**config.mk**
```make
export PLATFORM = sky130hd
export DESIGN_NAME = i2s_rx
export DESIGN_NICKNAME = d
export VERILOG_FILES = /design/src/rtl/i2s_rx.sv
export SDC_FILE = /design/constraint.sdc
export NUM_CORES = 1
export LEC_CHECK = 0
export CORE_ASPECT_RATIO = 0.7
export CORE_MARGIN = 3
export CORE_UTILIZATION = 50
export DETAILED_ROUTE_END_ITERATION = 10
export PLACE_DENSITY = 0.73
export SYNTH_ARGS = -nofsm -noshare
export SYNTH_HDL_FRONTEND = slang
export SYNTH_SLANG_ARGS = --single-unit
```
**constraint.sdc**
```tcl
create_clock -name clk -period 4.45 [get_ports clk]
set_clock_uncertainty 0.2 [all_clocks]
set_input_delay 1.335 -clock clk [delete_from_list [all_inputs] [get_ports clk]]
set_output_delay 1.335 -clock clk [all_outputs]
set_load 0.02 [all_outputs]
```
**src/rtl/i2s_rx.sv**
```systemverilog
// ============================================================================
// Module   : i2s_rx
// Purpose  : I2S receiver; oversamples sclk/lrclk/sdata and emits L/R words.
// Revision : 1.0
// ============================================================================
`default_nettype none

module i2s_rx #(
  parameter int AUDIO_DW    = 16,
  parameter int SYNC_STAGES = 2
) (
  input  logic                clk,
  input  logic                reset,
  input  logic                sclk,
  input  logic                lrclk,
  input  logic                sdata,
  output logic [AUDIO_DW-1:0] left_chan,
  output logic [AUDIO_DW-1:0] right_chan,
  output logic                sample_valid,
  output logic                locked,
  output logic                frame_err
);

  localparam int            CW      = $clog2(AUDIO_DW + 1);
  localparam logic [CW-1:0] FULL    = CW'(AUDIO_DW);
  localparam logic [0:0]    ST_SYNC = 1'b0;
  localparam logic [0:0]    ST_RUN  = 1'b1;

  logic [SYNC_STAGES-1:0] sclk_sync_q, sclk_sync_d;
  logic [SYNC_STAGES-1:0] ws_sync_q, ws_sync_d;
  logic [SYNC_STAGES-1:0] sd_sync_q, sd_sync_d;
  logic                   sclk_prev_q, sclk_prev_d;
  logic [0:0]             state_q, state_d;
  logic                   primed_q, primed_d;
  logic                   ws_prev_q, ws_prev_d;
  logic [CW-1:0]          bit_cnt_q, bit_cnt_d;
  logic [AUDIO_DW-1:0]    shreg_q, shreg_d;
  logic                   pend_q, pend_d;
  logic                   pend_ws_q, pend_ws_d;
  logic                   pend_short_q, pend_short_d;
  logic [AUDIO_DW-1:0]    pend_word_q, pend_word_d;
  logic                   pair_q, pair_d;
  logic [AUDIO_DW-1:0]    left_q, left_d;
  logic [AUDIO_DW-1:0]    right_q, right_d;
  logic                   valid_q, valid_d;
  logic                   locked_q, locked_d;
  logic                   err_q, err_d;

  logic                   sclk_now, ws_now, sd_now, bit_evt;
  logic [AUDIO_DW-1:0]    word_next;
  logic [CW-1:0]          cnt_next;

  assign sclk_now = sclk_sync_q[SYNC_STAGES-1];
  assign ws_now   = ws_sync_q[SYNC_STAGES-1];
  assign sd_now   = sd_sync_q[SYNC_STAGES-1];
  assign bit_evt  = sclk_now & ~sclk_prev_q;

  always_comb begin
    sclk_sync_d  = {sclk_sync_q[SYNC_STAGES-2:0], sclk};
    ws_sync_d    = {ws_sync_q[SYNC_STAGES-2:0], lrclk};
    sd_sync_d    = {sd_sync_q[SYNC_STAGES-2:0], sdata};
    sclk_prev_d  = sclk_now;
    state_d      = state_q;
    primed_d     = primed_q;
    ws_prev_d    = ws_prev_q;
    bit_cnt_d    = bit_cnt_q;
    shreg_d      = shreg_q;
    pend_d       = 1'b0;
    pend_ws_d    = pend_ws_q;
    pend_short_d = pend_short_q;
    pend_word_d  = pend_word_q;
    pair_d       = pair_q;
    left_d       = left_q;
    right_d      = right_q;
    valid_d      = 1'b0;
    locked_d     = locked_q;
    err_d        = 1'b0;

    // Bits past a full slot are dropped, so long slots keep their top bits.
    word_next = shreg_q;
    cnt_next  = bit_cnt_q;
    if (bit_cnt_q < FULL) begin
      for (int i = 0; i < AUDIO_DW; i++) begin
        if (bit_cnt_q == CW'(AUDIO_DW - 1 - i)) word_next[i] = sd_now;
      end
      cnt_next = bit_cnt_q + CW'(1);
    end

    if (bit_evt) begin
      case (state_q)
        ST_SYNC: begin
          primed_d  = 1'b1;
          ws_prev_d = ws_now;
          if (primed_q && (ws_now != ws_prev_q)) begin
            state_d   = ST_RUN;
            shreg_d   = '0;
            bit_cnt_d = '0;
            pair_d    = 1'b0;
          end
        end
        default: begin
          shreg_d   = word_next;
          bit_cnt_d = cnt_next;
          if (ws_now != ws_prev_q) begin
            pend_d       = 1'b1;
            pend_ws_d    = ws_prev_q;
            pend_word_d  = word_next;
            pend_short_d = (cnt_next < FULL);
            shreg_d      = '0;
            bit_cnt_d    = '0;
            ws_prev_d    = ws_now;
          end
        end
      endcase
    end

    if (pend_q) begin
      err_d = pend_short_q;
      if (!pend_ws_q) begin
        left_d = pend_word_q;
        pair_d = 1'b1;
      end else begin
        right_d = pend_word_q;
        if (pair_q) begin
          valid_d  = 1'b1;
          locked_d = 1'b1;
        end
        pair_d = 1'b0;
      end
    end
  end

  always_ff @(posedge clk) begin
    if (reset) begin
      sclk_sync_q  <= '0;
      ws_sync_q    <= '0;
      sd_sync_q    <= '0;
      sclk_prev_q  <= 1'b0;
      state_q      <= ST_SYNC;
      primed_q     <= 1'b0;
      ws_prev_q    <= 1'b0;
      bit_cnt_q    <= '0;
      shreg_q      <= '0;
      pend_q       <= 1'b0;
      pend_ws_q    <= 1'b0;
      pend_short_q <= 1'b0;
      pend_word_q  <= '0;
      pair_q       <= 1'b0;
      left_q       <= '0;
      right_q      <= '0;
      valid_q      <= 1'b0;
      locked_q     <= 1'b0;
      err_q        <= 1'b0;
    end else begin
      sclk_sync_q  <= sclk_sync_d;
      ws_sync_q    <= ws_sync_d;
      sd_sync_q    <= sd_sync_d;
      sclk_prev_q  <= sclk_prev_d;
      state_q      <= state_d;
      primed_q     <= primed_d;
      ws_prev_q    <= ws_prev_d;
      bit_cnt_q    <= bit_cnt_d;
      shreg_q      <= shreg_d;
      pend_q       <= pend_d;
      pend_ws_q    <= pend_ws_d;
      pend_short_q <= pend_short_d;
      pend_word_q  <= pend_word_d;
      pair_q       <= pair_d;
      left_q       <= left_d;
      right_q      <= right_d;
      valid_q      <= valid_d;
      locked_q     <= locked_d;
      err_q        <= err_d;
    end
  end

  assign left_chan    = left_q;
  assign right_chan   = right_q;
  assign sample_valid = valid_q;
  assign locked       = locked_q;
  assign frame_err    = err_q;

endmodule

`default_nettype wire
```
==> results of run 1 <==
worst max-delay path by stage:
stage / startpoint / cells past startpoint / endpoint / slack [ns]
finish: left_chan[0] / 1 / left_chan[0] / 1.59
global route: left_chan[12] / 1 / left_chan[12] / 1.52
CTS: locked / 1 / locked / 1.57
detailed placement: reset / 3 / shreg_q[3] / 1.69
global placement: reset / 3 / shreg_q[2] / 1.80
floorplan: reset / 5 / shreg_q[15] / 1.92
Yosys cell counts, types with 4 or more instances:
cell type / instances
o2bb2ai_1: 6
nor4bb_1: 4
mux2i_1: 17
nor2b_1: 10
inv_1: 4
nand4b_1: 4
nor2_1: 24
a211oi_1: 11
nand2_1: 77
dfxtp_1: 86
a31oi_1: 4
clkbuf_1: 19
a211oi_2: 6
nand3_1: 7
a21oi_1: 40
ha_1: 4
o2bb2ai_2: 10
per-layer routing:
metal,global-route usage [%],vias up,share of wire [%]
li1,-,1324,-
met1,24.40,1247,47
met2,28.93,65,47
met3,6.512,6,4.8
met4,4.803,0,0.85
met5,0,-,0
metrics by stage:
step | hold WS [ns] | setup WS (ns) | util [%] | instance area (um2)
after floorplan | 0.2090 | 1.916 | - | 3420
after global placement | 0.2187 | 1.804 | 59.17 | 3802
after detailed placement | 0.2325 | 1.692 | 59.17 | 3802
after CTS | 0.2494 | 1.574 | 61.86 | 3975
after global routing | 0.2647 | 1.524 | 61.86 | 3975
final | 0.2476 | 1.591 | 61.86 | 3975
flip-flops by register name, summed over array words and instances, names as in the netlist:
signal,count
pend_ws_q,1
pend_q,1
locked,1
sd_sync_q,2
primed_q,1
bit_cnt_q,5
sclk_sync_q,2
sample_valid,1
pend_word_q,16
frame_err,1
state_q,1
left_chan,16
pair_q,1
pend_short_q,1
ws_prev_q,1
sclk_prev_q,1
ws_sync_q,2
shreg_q,16
right_chan,16
kinds of logic after synthesis:
family	count (synthesis)	synth area share, %
AO/OA/AOI/OAI	85	18.51
XOR/XNOR	2	0.7320
adder cells (fa/ha/maj)	4	1.464
flip-flops	86	50.35
AND/OR/NAND/NOR	142	19.69
buffers and inverters	30	4.281
multiplexers	17	4.976
area by class of cell:
| type | count | share of cell area [%] |
|---|---|---|
| multi-input cells | 250 | 39.03 |
| flip-flops and latches | 86 | 43.31 |
| repair buffers | 41 | 10.07 |
| clock buffers | 9 | 3.116 |
| clock inverters | 7 | 1.228 |
| well taps | 91 | 2.864 |
| inverters | 4 | 0.3777 |
power by group through the flow:
stage / Sequential (mW) / Clock, mW / Combinational [mW]
finish: 0.776 / 0.490 / 0.0256
global route: 0.777 / 0.533 / 0.0278
CTS: 0.776 / 0.500 / 0.0256
detailed placement: 0.794 / 0 / 0.0254
global placement: 0.794 / 0 / 0.0252
floorplan: 0.792 / 0 / 0.0200
==> results.yml, run 1 <==
run_status:
  outcome: "complete, no violations"
worst_setup_path:
  crit_fanout: 2
  path_delay_family: "buffers and inverters"
  worstPathArrival_ns: 1.32
  worstSetupStartpointType: "flop"
  setup.worst_path.class: "flop to output pin"
  worst_setup_path_end_kind: "output pin"
  reg2reg_slack_ns: 2.34
  worst_path_largest_cell_delay_ns: 0.62
  required_ns: 2.91
  timing.rr.start: "ws_sync_q[1]"
  reg2reg_to: "shreg_q[3]"
  slowest_stage: "clkdlybuf4s50_1"
  path_buf_inv: 1
  reg2reg_depth: 4
  path_cells: "clkdlybuf4s50_1"
cts:
  cts.path.max_buffers: 2
  cts.clk_slew.worst_paths_ns: 0.09
  cts_tree: "built"
  clk_latency_ns: 0.36
  cts-root-buf: "clkbuf_8"
  ctsHoldBuffers: 0
  postCtsSetupRepairBufs: 0
  cts_buffers: 9
  clock_sinks: 86
  cts_max_level: 3
  post_cts_resized: 0
power_and_ir_drop:
  clkPwrFrac_pct: 37.9
  power_density_nw_per_um2: 324.9
  p_int_uw: 983.1
  p_seq_share_pct: 60.1
  netSwitchingFraction_pct: 23.87
  combPwrFrac_pct: 2.0
  total_power_mw: 1.291
  peakVddDrop_mv: 0.1315
  p_leak_nw: 1.312
  p_switching_uw: 308.3
grt:
  grt_usage_pct: 18.36
  grt_pass1_wl_mm: 11.59
  grt_max_degree: 71
  antenna_found_initial: 0
  grt_pass1_vias: 2411
  grt_overflow: 0
sta:
  setup_tns_ns: 0
  fmax_mhz: 349.7
  relSlewSlack_pct: 20.56
  layout_min_cycle_time_ns: 2.859
  worst_pin_slew_ns: 1.189
  min_period_over_period_pct: 64.25
  rsz0062_at_grt: "false"
  maxSlewViolCount: 0
  setup_viol: 0
  hold_viol: 0
worst_hold_path:
  hold_path.class: "flop to flop"
  min_from: "pend_short_q"
  holdPathEnd: "frame_err"
  min_path_cells: 2
yosys:
  synth_top_cell_area_share_pct: 50.35
  synthArstFlopShare_pct: 0
  ys_seq_area_share_pct: 50.35
  yosysUniqueCellTypes: 42
  synth-main-ff-cell: "dfxtp_1"
  synth_area_leader_cell: "dfxtp_1"
  ys_seq_elements: 86
  synth_edf_count: 0
  synth_nets: 375
  yosys_warnings: 0
  synth_area_leaders: "dfxtp_1 50%, nand2_1 8.5%, a21oi_1 5.9%, mux2i_1 5.0%, o2bb2ai_2 4.4%"
  syn_avg_cell_area_um2: 9.343
  syn_inst: 366
  mappedNetlistArea_um2: 3420
cells_and_area:
  antenna_cells: 0
  drive_above_1_share_pct: 10.58
  fin_cells: 488
  layout_common_cells: "86 x dfxtp_1, 77 x nand2_1, 40 x a21oi_1, 38 x clkdlybuf4s50_1, 24 x nor2_1"
  final_common_cell: "dfxtp_1"
  nFillCells: 560
  multi_input_area_um2: 1551
  nets: 401
  regArea_um2: 1722
  area_growth_pct: 16.25
die:
  core_area_um2: 6426
  die_y_um: 75.19
  die_area_um2: 7883
  ios: 40
  dieWidth_um: 104.8
  start_util_pct: 53.21
  rows: 24
route:
  vias_per_cell: 5.414
  drtAntennaViolNets: 0
  first_pass_iters: 5
  vias: 2642
  wire_per_inst_um: 14.68
  wirelength_mm: 7.163
  drc: 0
  drt_iter0_drc: 157
run:
  maxCapViolCount: 0
place:
  globalplace.congestion: 0.7264
  dp_hpwl_mm: 4.769
  port_buffers: 39
  dp.cells: 472
Power figures use the tool's default switching activity.
==> inputs of run 2 (changes only) <==
==> constraint.sdc (replaced) <==
create_clock -name clk -period 2.79 [get_ports clk]
set_clock_uncertainty 0.2 [all_clocks]
set_input_delay 0.837 -clock clk [delete_from_list [all_inputs] [get_ports clk]]
set_output_delay 0.837 -clock clk [all_outputs]
set_load 0.02 [all_outputs]
==> results.yml, run 2 (synthesis gave the netlist of run 1 again) <==
run_status:
  outcome: "complete, no violations"
place:
  port_buffers: 39
  globalplace.congestion: 0.7803
  dp_hpwl_mm: 4.753
worst_setup_path:
  crit_fanout: 2
  startpoint: "left_chan[0]"
  worst_setup_path_end_kind: "output pin"
  timing.rr.start: "ws_sync_q[1]"
  reg2reg_to: "shreg_q[3]"
  reg2reg_slack_ns: 0.71
  path_buf_inv: 1
  required_ns: 1.75
  crit_cells: 1
  crit_end: "left_chan[0]"
  slowest_stage: "clkdlybuf4s50_1"
  setup.worst_path.class: "flop to output pin"
  worstSetupStartpointType: "flop"
  path_cells: "clkdlybuf4s50_1"
  worst_path_largest_cell_delay_ns: 0.63
  path_delay_family: "buffers and inverters"
  reg2reg_depth: 4
  worstPathArrival_ns: 1.33
cts:
  cts_buffers: 9
  ctsHoldBuffers: 0
  clock_sinks: 86
  post_cts_resized: 0
  cts_max_level: 3
  cts.path.max_buffers: 2
  cts_tree: "built"
  cts-root-buf: "clkbuf_8"
  clk_latency_ns: 0.35
  cts.clk_slew.worst_paths_ns: 0.10
  postCtsSetupRepairBufs: 0
route:
  vias: 2625
  vias_per_cell: 5.357
  wirelength_mm: 6.949
  drtAntennaViolNets: 0
  first_pass_iters: 4
  drt_iter0_drc: 90
  wire_per_inst_um: 14.18
  drc: 0
power_and_ir_drop:
  power_density_nw_per_um2: 522.0
  p_leak_nw: 1.325
  combPwrFrac_pct: 2.0
  netSwitchingFraction_pct: 24.24
  p_switching_uw: 505.8
  p_seq_share_pct: 59.3
  clkPwrFrac_pct: 38.7
  peakVddDrop_mv: 0.3346
  p_int_mw: 1.580
die:
  ios: 40
  start_util_pct: 53.21
  core_area_um2: 6426
  die_y_um: 75.19
  rows: 24
  die_area_um2: 7883
  dieWidth_um: 104.8
sta:
  maxSlewViolCount: 0
  rsz0062_at_grt: "false"
  setup_tns_ns: 0
  fmax_mhz: 423.3
  setup_viol: 0
  min_period_over_period_pct: 84.67
  relSlewSlack_pct: 40.84
  hold_viol: 0
  layout_min_cycle_time_ns: 2.362
  fin_hold_ws_ns: 0.2383
  worst_pin_slew_ns: 0.8864
cells_and_area:
  drive_above_1_share_pct: 11.03
  antenna_cells: 0
  final_common_cell: "dfxtp_1"
  nets: 403
  regArea_um2: 1722
  nFillCells: 560
  multi_input_area_um2: 1551
  layout_common_cells: "86 x dfxtp_1, 77 x nand2_1, 40 x a21oi_1, 38 x clkdlybuf4s50_1, 24 x nor2_1"
  final_util_pct: 62.19
  area_growth_pct: 16.87
worst_hold_path:
  hold_path.class: "flop to flop"
grt:
  grt_max_degree: 49
  grt_pass1_wl_mm: 11.62
  grt_overflow: 0
  antenna_found_initial: 0
  grt_usage_pct: 18.40
  grt_pass1_vias: 2447
run:
  maxCapViolCount: 0
[run 2: changes by cell type in the layout (fill, tap and decap cells not counted)]
| cell | before | now |
|---|---|---|
| clkinv_2 | 3 | 2 |
| clkinv_4 | 2 | 0 |
| buf_4 | 2 | 4 |
| inv_6 | 1 | 3 |
| inv_8 | 0 | 1 |
[run 2: final cells by class]
type | instances | area share, %
Sequential cell | 86 | 43.08
Multi-Input combinational cell | 250 | 38.82
Timing Repair Buffer | 43 | 10.39
Clock buffer | 9 | 3.100
Tap cell | 91 | 2.849
Clock inverter | 7 | 1.378
Inverter | 4 | 0.3757
[run 2: layer usage]
layer | global-route usage, % | vias up | wire [um]
li1 | - | 1327 | -
met1 | 23.37 | 1248 | 3382
met2 | 31.20 | 41 | 3229
met3 | 5.741 | 9 | 270
met4 | 4.658 | 0 | 67
met5 | 0 | - | 0
[run 2: worst min path at each step]
stage	from	to	slack, ns	cells after the start
final	pend_short_q	frame_err	0.24	2
after global routing	sd_sync_q[0]	sd_sync_q[1]	0.26	1
after CTS	pend_short_q	frame_err	0.24	2
after global placement	sclk_sync_q[0]	sclk_sync_q[1]	0.22	1
after floorplan	pend_short_q	frame_err	0.21	2
after detailed placement	pend_short_q	frame_err	0.23	2
[run 2: worst reg2reg max path, delay by kind of cell, from the launching register on]
| family | cells | cell delay [ns] |
|---|---|---|
| AO/OA/AOI/OAI | 2 | 0.50 |
| XOR/XNOR | 1 | 0.18 |
| flip-flops | 1 | 0.46 |
| AND/OR/NAND/NOR | 1 | 0.68 |
[run 2: through the flow]
stage,cells,setup WS [ns],total power [mW],area [um2]
3_3_place_gp,474,0.6420,1.307,3817
5_1_grt,490,0.3570,2.166,3996
3_5_place_dp,474,0.5885,1.308,3817
2_1_floorplan,366,0.7538,1.296,3420
4_1_cts,490,0.4189,2.097,3996
6_report,490,0.4277,2.086,3996
[run 2: power groups by stage]
stage	clock, mW	combinational [mW]	sequential (mW)
global placement	0	0.0409	1.27
detailed placement	0	0.0416	1.27
global route	0.881	0.0459	1.24
floorplan	0	0.0319	1.26
CTS	0.818	0.0418	1.24
finish	0.807	0.0415	1.24
==> inputs of run 3 (changes only) <==
--- a/config.mk
+++ b/config.mk
@@ -9,7 +9,7 @@
 export CORE_MARGIN = 3
 export CORE_UTILIZATION = 50
 export DETAILED_ROUTE_END_ITERATION = 10
-export PLACE_DENSITY = 0.73
+export PLACE_DENSITY = 0.75
 export SYNTH_ARGS = -nofsm -noshare
 export SYNTH_HDL_FRONTEND = slang
 export SYNTH_SLANG_ARGS = --single-unit
==> constraint.sdc (replaced) <==
create_clock -name clk -period 1.9 [get_ports clk]
set_clock_uncertainty 0.2 [all_clocks]
set_input_delay 0.57 -clock clk [delete_from_list [all_inputs] [get_ports clk]]
set_output_delay 0.57 -clock clk [all_outputs]
set_load 0.02 [all_outputs]
==> results.yml, run 3 (synthesis gave the netlist of run 1 again) <==
run_status:
  outcome: "complete, no violations"
cts:
  cts.clk_slew.worst_paths_ns: 0.09
  cts_tree: "built"
  cts_max_level: 3
  clock_sinks: 86
  cts.path.max_buffers: 2
  cts-root-buf: "clkbuf_8"
  cts_buffers: 9
  clk_latency_ns: 0.35
cells_and_area:
  design_area_um2: 4237
  drive_above_1_share_pct: 15.63
  layout_common_cells: "86 x dfxtp_1, 77 x nand2_1, 40 x a21oi_1, 35 x dlygate4sd2_1, 24 x nor2_1"
  nets: 420
  antenna_cells: 0
  final_util_pct: 65.93
  area_growth_pct: 23.89
  final_common_cell: "dfxtp_1"
grt:
  grt_max_degree: 64
  grt_usage_pct: 18.97
  grt_pass1_vias: 2464
  antenna_found_initial: 0
  grt_overflow: 0
  grt_pass1_wl_mm: 11.88
die:
  start_util_pct: 53.21
  die_y_um: 75.19
  dieWidth_um: 104.8
  core_area_um2: 6426
  die_area_um2: 7883
  ios: 40
  rows: 24
route:
  vias: 2718
  drtAntennaViolNets: 0
  vias_per_cell: 5.361
  drt_iter0_drc: 149
  drc: 0
  first_pass_iters: 4
  wire_per_inst_um: 14.73
  wirelength_mm: 7.466
power_and_ir_drop:
  power_density_nw_per_um2: 784.9
  p_leak_nw: 1.623
  total_power_mw: 3.325
  peakVddDrop_mv: 0.5558
sta:
  layout_min_cycle_time_ns: 1.834
  fmax_mhz: 545.4
  setup_viol: 0
  maxSlewViolCount: 0
  hold_viol: 0
  worst_pin_slew_ns: 0.5777
  relSlewSlack_pct: 61.43
  min_period_over_period_pct: 96.51
  rsz0062_at_grt: "true"
worst_setup_path:
  path_cells: "buf_4 > xnor2_4 > nand2_2 > or3_1 > buf_12 > o2bb2ai_1"
  path_delay_family: "simple AND/OR/NAND/NOR gates"
  worst_setup_path_end_kind: "flop"
  path_buf_inv: 2
  worstPathArrival_ns: 1.91
  setup.worst_path.class: "flop to flop"
  worst_path_largest_cell_delay_ns: 0.38
  worstSetupStartpointType: "flop"
  required_ns: 1.98
  slowest_stage: "or3_1"
  crit_fanout: 16
run:
  maxCapViolCount: 0
worst_hold_path:
  hold_path.class: "flop to flop"
place:
  port_buffers: 39
  place_area_um2: 3953
  globalplace.congestion: 0.7922
  dp_hpwl_mm: 4.938
==> run 3: worst min-delay path: stages (launching register included) <==
cell	delay [ns]
dfxtp_1	0.32
nand2_1	0.05
nor2_1	0.03
==> run 3: report_power, final <==
part | switching [mW] | internal (mW) | total, mW | leakage (nW)
logic | 0.0473 | 0.0294 | 0.0767 | 0.820
registers | 0.00835 | 1.81 | 1.82 | 0.694
clock network | 0.650 | 0.783 | 1.43 | 0.109
total | 0.705 | 2.62 | 3.33 | 1.62
==> run 3: area by class of cell <==
class / instances / area [um2]
clock buffer: 10 / 137.6
clock inverter: 6 / 92.59
fill: 569 / 2190
inverter: 4 / 15.01
multi-input combinational: 250 / 1602
sequential: 86 / 1722
tap: 91 / 113.9
timing repair buffer: 60 / 554.3
==> run 3: repair_timing <==
action,CTS,global route
setup buffers,0,3
cloned,0,1
pin swaps,0,2
resized for setup,37,5
hold buffers,0,0
endpoints found under the setup margin,52,17
==> run 3: stage by stage <==
step | hold slack (ns) | worst slack, ns | std cells | setup TNS (ns)
floorplan | 0.2090 | 0.1308 | 366 | 0
global placement | 0.2222 | 0.04425 | 487 | 0
detailed placement | 0.2231 | -0.05718 | 487 | -0.2892
CTS | 0.2348 | 0.02169 | 503 | 0
global route | 0.2530 | -0.003415 | 507 | -0.006765
finish | 0.2366 | 0.06638 | 507 | 0
==> run 3: path summary, 6_finish.rpt <==
| path | start | to | slack, ns | depth (start not counted) |
|---|---|---|---|---|
| max | ws_sync_q[1] | shreg_q[1] | 0.07 | 6 |
| min | pend_short_q | frame_err | 0.24 | 2 |
| max reg2reg | ws_sync_q[1] | shreg_q[1] | 0.07 | 6 |
| min reg2reg | pend_short_q | frame_err | 0.24 | 2 |
==> run 3: metal layers <==
| metal | routed length [um] | up-vias | GRT usage, % | part of all wire [%] |
|---|---|---|---|---|
| li1 | - | 1356 | - | - |
| met1 | 3561 | 1295 | 25.12 | 48 |
| met2 | 3463 | 60 | 30.35 | 46 |
| met3 | 372 | 7 | 5.656 | 5.0 |
| met4 | 69 | 0 | 6.114 | 0.92 |
| met5 | 0 | - | 0 | 0 |
